==> config.mk <==
export PLATFORM = sky130hd
export DESIGN_NAME = spi_reg_ctrl
export DESIGN_NICKNAME = d
export VERILOG_FILES = /design/src/rtl/spi_ctrl_pkg.sv /design/src/rtl/reg_commit_timer.sv /design/src/rtl/spi_reg_ctrl.sv
export SDC_FILE = /design/constraint.sdc
export NUM_CORES = 1
export LEC_CHECK = 0
export BUFFER_PORTS_ARGS = -buffer_cell sky130_fd_sc_hd__buf_2
export CORE_MARGIN = 1.5
export CORE_UTILIZATION = 55
export DETAILED_ROUTE_END_ITERATION = 12
export PLACE_DENSITY = 0.77
export SYNTH_ARGS = -nofsm -noshare
export SYNTH_HDL_FRONTEND = slang
export SYNTH_SLANG_ARGS = --single-unit
==> constraint.sdc <==
create_clock -name clk -period 2.3 [get_ports clk]
set_input_delay 0.23 -clock clk [delete_from_list [all_inputs] [get_ports clk]]
set_output_delay 0.23 -clock clk [all_outputs]
set_load 0.05 [all_outputs]
==> src/rtl/spi_ctrl_pkg.sv <==
// Shared definitions for the SPI register-bank controller.
//   - Register address map of the PWM configuration bank.
//   - Controller FSM state encoding.
//   - Default highest legal register address.
package spi_ctrl_pkg;

   localparam int ADDR_W           = 7;
   localparam int DATA_W           = 8;
   localparam int MAX_ADDR_DEFAULT = 4;

   localparam int ADDR_EN_OUT_7_0    = 0;
   localparam int ADDR_EN_OUT_15_8   = 1;
   localparam int ADDR_PWM_MODE_7_0  = 2;
   localparam int ADDR_PWM_MODE_15_8 = 3;
   localparam int ADDR_PWM_DUTY      = 4;

   typedef enum logic {
      IDLE  = 1'b0,
      CHECK = 1'b1
   } state_t;

endpackage

==> src/rtl/reg_commit_timer.sv <==
// Commit-timeout counter.
//   clk, rst_n : clock, asynchronous active-low reset
//   run        : count up this cycle
//   clear      : return to zero (has priority over run)
//   expired    : counter is all-ones
module reg_commit_timer #(
   parameter int TIMEOUT_W = 12
) (
   input  logic clk,
   input  logic rst_n,
   input  logic run,
   input  logic clear,
   output logic expired
);

   logic [TIMEOUT_W-1:0] cnt;

   always_ff @(posedge clk or negedge rst_n) begin
      if (!rst_n) begin
         cnt <= '0;
      end else if (clear) begin
         cnt <= '0;
      end else if (run) begin
         cnt <= cnt + 1'b1;
      end
   end

   assign expired = &cnt;

endmodule

==> src/rtl/spi_reg_ctrl.sv <==
// SPI-to-PWM register-bank controller.
// Accepts decoded SPI writes, validates them, stages accepted data in shadow
// registers and commits all staged registers atomically to the active PWM
// configuration at a PWM period boundary (or on timeout / immediately when
// SYNC_COMMIT = 0).
//
// Handshake: a transfer happens on a rising clk edge with txn_valid && txn_ready;
// txn_rw/txn_addr/txn_data are captured only on that edge, and the requester
// holds them stable until then. txn_ready is a flop, low during reset and
// during the one-cycle CHECK state.
//
// Ports:
//   clk, rst_n                     clock, asynchronous active-low reset
//   txn_valid/txn_ready            transaction handshake
//   txn_rw, txn_addr, txn_data     transaction payload (rw: 1 = write)
//   pwm_period_end                 end-of-period pulse from the PWM
//   en_reg_out_7_0 .. pwm_duty_cycle  active registers 0..4
//   cfg_pending                    staged writes awaiting commit
//   commit_pulse                   one-cycle pulse after each commit
//   err_pulse                      high during the CHECK cycle of a rejected txn
//   err_count                      saturating rejected-transaction count
//   dbg_state                      current FSM state
module spi_reg_ctrl
   import spi_ctrl_pkg::*;
#(
   parameter int MAX_ADDR    = MAX_ADDR_DEFAULT,
   parameter int SYNC_COMMIT = 1,
   parameter int TIMEOUT_W   = 12,
   parameter int ERR_W       = 4
) (
   input  logic              clk,
   input  logic              rst_n,
   input  logic              txn_valid,
   output logic              txn_ready,
   input  logic              txn_rw,
   input  logic [ADDR_W-1:0] txn_addr,
   input  logic [DATA_W-1:0] txn_data,
   input  logic              pwm_period_end,
   output logic [DATA_W-1:0] en_reg_out_7_0,
   output logic [DATA_W-1:0] en_reg_out_15_8,
   output logic [DATA_W-1:0] en_reg_pwm_mode_7_0,
   output logic [DATA_W-1:0] en_reg_pwm_mode_15_8,
   output logic [DATA_W-1:0] pwm_duty_cycle,
   output logic              cfg_pending,
   output logic              commit_pulse,
   output logic              err_pulse,
   output logic [ERR_W-1:0]  err_count,
   output state_t            dbg_state
);

   localparam int                NREG       = MAX_ADDR + 1;
   localparam logic [ADDR_W-1:0] MAX_ADDR_L = ADDR_W'(MAX_ADDR);

   state_t              state, state_next;
   logic                lat_rw;
   logic [ADDR_W-1:0]   lat_addr;
   logic [DATA_W-1:0]   lat_data;
   logic [DATA_W-1:0]   shadow [NREG];
   logic [DATA_W-1:0]   active [NREG];
   logic [NREG-1:0]     dirty, dirty_next, set_mask;
   logic                transfer, reject, accept, commit, expired;

   assign transfer = txn_valid && txn_ready;
   assign reject   = (state == CHECK) && (!lat_rw || (lat_addr > MAX_ADDR_L));
   assign accept   = (state == CHECK) && !reject;
   assign commit   = (|dirty) && (pwm_period_end || (SYNC_COMMIT == 0) || expired);

   always_comb begin
      state_next = state;
      case (state)
         IDLE:    if (transfer) state_next = CHECK;
         CHECK:   state_next = IDLE;
         default: state_next = IDLE;
      endcase
   end

   always_comb begin
      set_mask = '0;
      for (int i = 0; i < NREG; i++) begin
         set_mask[i] = accept && (lat_addr == ADDR_W'(i));
      end
   end

   // A write landing in the commit cycle keeps its dirty bit: the commit
   // consumes the old shadow value and the new one waits for the next commit.
   assign dirty_next = (commit ? '0 : dirty) | set_mask;

   always_ff @(posedge clk or negedge rst_n) begin
      if (!rst_n) begin
         state        <= IDLE;
         txn_ready    <= 1'b0;
         lat_rw       <= 1'b0;
         lat_addr     <= '0;
         lat_data     <= '0;
         dirty        <= '0;
         cfg_pending  <= 1'b0;
         commit_pulse <= 1'b0;
         err_count    <= '0;
         for (int i = 0; i < NREG; i++) begin
            shadow[i] <= '0;
            active[i] <= '0;
         end
      end else begin
         state        <= state_next;
         txn_ready    <= (state_next == IDLE);
         dirty        <= dirty_next;
         cfg_pending  <= |dirty_next;
         commit_pulse <= commit;
         if (transfer) begin
            lat_rw   <= txn_rw;
            lat_addr <= txn_addr;
            lat_data <= txn_data;
         end
         if (reject && (err_count != '1)) begin
            err_count <= err_count + 1'b1;
         end
         for (int i = 0; i < NREG; i++) begin
            if (set_mask[i]) shadow[i] <= lat_data;
            if (commit && dirty[i]) active[i] <= shadow[i];
         end
      end
   end

   reg_commit_timer #(.TIMEOUT_W(TIMEOUT_W)) u_timer (
      .clk     (clk),
      .rst_n   (rst_n),
      .run     ((|dirty) && !commit),
      .clear   (commit || !(|dirty)),
      .expired (expired)
   );

   assign err_pulse            = reject;
   assign dbg_state            = state;
   assign en_reg_out_7_0       = active[ADDR_EN_OUT_7_0];
   assign en_reg_out_15_8      = active[ADDR_EN_OUT_15_8];
   assign en_reg_pwm_mode_7_0  = active[ADDR_PWM_MODE_7_0];
   assign en_reg_pwm_mode_15_8 = active[ADDR_PWM_MODE_15_8];
   assign pwm_duty_cycle       = active[ADDR_PWM_DUTY];

endmodule

; Yosys cells after proc, flatten, opt, wreduce, memory -nomap -nowiden
; Cells that the tools add are included.
[classes]
n_mux = 5
n_reduce_logical = 28
magnitude_cmp = 1
n_addsub = 2
n_eq_ne = 5
bitwise_logic = 3
[ops]
columns = operator, count
row1 = $mux 12, 2
row2 = $logic_and 1x1->1, 16
row3 = $eq 7x2->1 const B, 2
row4 = $add 12x1->12 const B, 1
row5 = $reduce_and 12->1, 1
row6 = $reduce_or 5->1, 2
row7 = $eq 7x1->1 const B, 1
row8 = $eq 7x3->1 const B, 1
row9 = $gt 7x3->1 const B, 1
row10 = $logic_not 7->1, 1
row11 = $mux 5, 1
row12 = $or 5x5->5, 1
row13 = $add 4x1->4 const B, 1
row14 = $logic_not 1->1, 4
row15 = $ne 4x4->1 const B, 1
row16 = $logic_or 1x1->1, 3
row17 = $not 1->1, 2
row18 = $pmux 1 s2, 1
row19 = $reduce_bool 2->1, 1
row20 = $mux 1, 1
[totals]
output_inout_bits = 49
regBits = 121

; Longest topological paths before layout
[depth]
depth_word = 8
mapped_depth = 6
mapped_depth_nobuf = 5

; Hierarchy
; From an unflattened synthesis, not the netlist that was laid out.
[unflattened]
cells_unflattened = 320
area_unflattened_um2 = 4760.8
[modules_own_cells]
columns = module, area_per_inst_um2, cells_per_inst, instances
row1 = spi_reg_ctrl, 4162.7, 260, 1
row2 = reg_commit_timer, 598.1, 60, 1

; Worst setup path before layout
; Ideal clock, no wire load.
[synth_path]
path_type = register to register
start = register state, in the netlist dbg_state
end = register err_count[1]
path_stages_with_launch = 5
n_path_buf = 0
setup_slack_ps = -97
t_arrival_ps = 2272
required_ps = 2175
setup_time_ps = 125
path_cell_list = dfrtp_1 -> inv_1 -> a31oi_1 -> nand2_1 -> mux2_2
[synth_between]
elab_chain_cells = 2
[synth_rtl]
columns = element, line_no
row1 = "start, declared", spi_reg_ctrl.sv:54  ; state_t state, state_next;
row2 = "start signal, assigned", spi_reg_ctrl.sv:104  ; state <= state_next;
row3 = $logic_and 1x1->1, spi_reg_ctrl.sv:64  ; assign reject = (state == CHECK) && (!lat_rw || (lat_addr > MAX_ADDR_L));
row4 = named net err_pulse, spi_reg_ctrl.sv:46  ; output logic err_pulse,
row5 = $logic_and 1x1->1, spi_reg_ctrl.sv:114  ; if (reject && (err_count != '1)) begin
row6 = "end signal, assigned", spi_reg_ctrl.sv:115  ; err_count <= err_count + 1'b1;
row7 = "end, declared", spi_reg_ctrl.sv:47  ; output logic [ERR_W-1:0] err_count,
; The timed path passes the listed nets, and every way through them passes these cells.
; A chain may end at the register's enable or synchronous reset.

; Worst setup path after layout
[layout_path]
start = register lat_addr[0]
end = output err_pulse
[layout_between]
elab_chain_cells = 3
[layout_rtl]
columns = element, line_no
row1 = "start, declared", spi_reg_ctrl.sv:56  ; logic [ADDR_W-1:0] lat_addr;
row2 = "start signal, assigned", spi_reg_ctrl.sv:111  ; lat_addr <= txn_addr;
row3 = $gt 7x3->1, spi_reg_ctrl.sv:64
row4 = $logic_or 1x1->1, spi_reg_ctrl.sv:64
row5 = $logic_and 1x1->1, spi_reg_ctrl.sv:64
row6 = "end, declared", spi_reg_ctrl.sv:46
; Every way passes these cells.

==> results.json <==
{
  "synthFlopType": "dfrtp_1",
  "use_met1_pct": 29.4,
  "start_util_pct": 57.1,
  "synthArstFlopShare_pct": 100,
  "status": "finished, final reports clean",
  "netlist-cell-type-count": 31,
  "crit_fanout": 7,
  "clock-sinks": 121,
  "rows": 33,
  "pwr-share-seq_pct": 42.8,
  "final_core_util_pct": 73.3,
  "synth-seq-cells": 121,
  "rsz0062_at_grt": "no",
  "synth_warnings": 0,
  "finalHoldViolCount": 0,
  "slew_headroom_pct": 56.0,
  "yosys-top-cells-area": "dfrtp_1, mux2_2, xnor2_1, nor2_1, o21ai_2",
  "final_area_um2": 6050,
  "netlist_area_um2": 4720,
  "critical_path.reg2reg.startpoint": "u_timer.cnt[0]",
  "place_area_um2": 5250,
  "hpwl_mm": 5.94,
  "core-area_um2": 8260,
  "fin_nets": 442,
  "hold_class": "in2async",
  "worst_r2r_path_depth": 5,
  "num_antenna_cells": 0,
  "viasPerCell": 5.37,
  "use_met2_pct": 36.3,
  "grt_pass1_wl_mm": 14.9,
  "avgSynthCellArea_um2": 15.1,
  "syn_nets": 334,
  "route.detailed.drc": 0,
  "clk_path_buf_depth": 2,
  "synthToLayoutAreaGrowth_pct": 28.2,
  "grt_pass1_vias": 2926,
  "fin_tns_setup_ns": 0,
  "required_ns": 2.07,
  "power_density_nw_per_um2": 941,
  "die_x_um": 95.6,
  "combinationalPowerShare_pct": 9.5,
  "postCtsSetupBuffers": 0,
  "antenna_found_initial": 0,
  "maxSlewViolCount": 0,
  "synth_common_cells": "dfrtp_1, mux2_2, nor2_1",
  "io_pins": 69,
  "r2r_end": "en_reg_out_15_8[5]",
  "root_buffer": "clkbuf_8",
  "avgRoutedWirePerCell_um": 17.4,
  "first_pass_iters": 5,
  "gr-total-overflow": 0,
  "p_leak_uw": 0.00312,
  "die-area_um2": 9140,
  "setup_viol_count_final": 0,
  "synth_top_area_share_pct": 64.2,
  "p_int_uw": 4250,
  "io_buffer_count": 68,
  "max_freq_mhz": 485,
  "drt_iter0_drc": 105,
  "clk_latency_ns": 0.51,
  "grt_use_total_pct": 22.6,
  "synth_edf_count": 0,
  "switchingPower_uw": 1440,
  "period_share_pct": 89.7,
  "finalWeightedCongestion": 0.767,
  "synthMostInstantiatedCell": "dfrtp_1",
  "totalWireLength_mm": 9.34,
  "post-route-min-period_ns": 2.06,
  "clkSlewWorstSetupHoldPaths_ns": 0.06,
  "ant_nets": 0,
  "n_fill_cell": 539,
  "crit_path_end": "err_pulse",
  "critPathLaunch": "lat_addr[0]",
  "end_kind": "output pin",
  "yosysTopAreaCell": "dfrtp_1",
  "vias": 2889,
  "p_clk_share_pct": 47.7,
  "maxCapViolations": 0,
  "worst_ep_arrival_time_ns": 1.83,
  "rrSetupSlack_ns": 0.28,
  "busiest_layer": "met2",
  "worstMarginPinSlew_ns": 0.659,
  "skew_ns": 0.0103,
  "syn_inst": 312,
  "yosysSeqAreaShare_pct": 64.2,
  "grt_max_degree": 36,
  "whs_ns": 0.160,
  "grt_use_met3_pct": 6.22,
  "startpoint_type": "flip-flop",
  "cts_max_level": 4,
  "die_y_um": 95.6,
  "cts_tree": "yes",
  "cts_made_buffers": 17,
  "drive_gt1_share_pct": 50.3,
  "switching_share_pct": 25.3,
  "peakVddDrop_mv": 0.768,
  "crit_type": "reg2out",
  "total_power_uw": 5690
}
routing by layer:
| layer | wire, µm | part of all wire (%) |
|---|---|---|
| met1 | 4090 | 44 |
| met2 | 4770 | 51 |
| met3 | 348 | 3.7 |
| met4 | 129 | 1.4 |
| met5 | 0 | 0 |
placed cells by master, fill, tap and decap left out, drive strengths merged, types with 3 or more instances in the layout:
master / n
inv: 9
bufinv: 3
clkbuf: 20
nand3: 8
nor2: 17
dlygate4sd3: 18
a21o: 4
clkinvlp: 4
xnor2: 8
dfrtp: 121
buf: 76
o21ai: 7
mux2: 97
nor3b: 4
nor3: 5
xor2: 4
nand4: 4
nand2: 9
worst min path at each step:
| stage | start | endpoint | slack, ns | cells after the start |
|---|---|---|---|---|
| after floorplan | rst_n | cfg_pending | -0.07 | 0 |
| after global placement | rst_n | u_timer.cnt[5] | 0.15 | 1 |
| after detailed placement | rst_n | u_timer.cnt[5] | 0.15 | 1 |
| after CTS | rst_n | u_timer.cnt[9] | 0.16 | 2 |
| after global routing | rst_n | u_timer.cnt[9] | 0.19 | 2 |
| final | rst_n | u_timer.cnt[9] | 0.16 | 2 |
cells by family after synthesis:
kind of cell | synth area share [%]
adders and majority gates | 0.530
AOI/OAI and AO/OA | 2.39
xor gates and xnor gates | 2.23
DFF | 64.2
buffers and inverters | 0.902
and+or+nand+nor | 6.61
muxes | 23.2
sequential cells by signal (all words and copies together) (netlist names), 4 cells and up:
register	count
shadow	40
u_timer.cnt	12
en_reg_out_15_8	8
en_reg_out_7_0	8
en_reg_pwm_mode_15_8	8
en_reg_pwm_mode_7_0	8
lat_data	8
pwm_duty_cycle	8
lat_addr	7
dirty	5
err_count	4
cell type report:
class	instances	area, µm²	share of cell area [%]
flip-flops and latches	121	3030	50.1
clock inverters	12	164	2.71
multi-input cells	180	1650	27.3
inverters	6	22.5	0.372
repair buffers	94	596	9.84
clock buffers	20	455	7.53
well taps	105	131	2.17
metrics by stage:
stage	cells	setup slack [ns]
after floorplan	312	0.272
after global placement	488	0.317
after detailed placement	488	0.283
after CTS	538	0.242
after global routing	538	0.149
final	538	0.237
repair_timing:
item / CTS / global route
endpoints found under the hold margin: 86 / 0
hold buffers: 18 / 0
resized for setup: 0 / 0
power groups by stage:
| stage | clock (µW) | sequential [µW] | combinational [µW] |
|---|---|---|---|
| floorplan | 0 | 2560 | 235 |
| CTS | 2740 | 2440 | 547 |
| global route | 2850 | 2460 | 588 |
| global placement | 0 | 2470 | 510 |
| detailed placement | 0 | 2470 | 522 |
| finish | 2710 | 2440 | 541 |
critical path, stage by stage (launching register included):
cell and delay [ns]:
dfrtp_1 0.46, o21ai_0 0.19, a31oi_2 0.35, buf_2 0.33
Power figures use the tool's default switching activity.
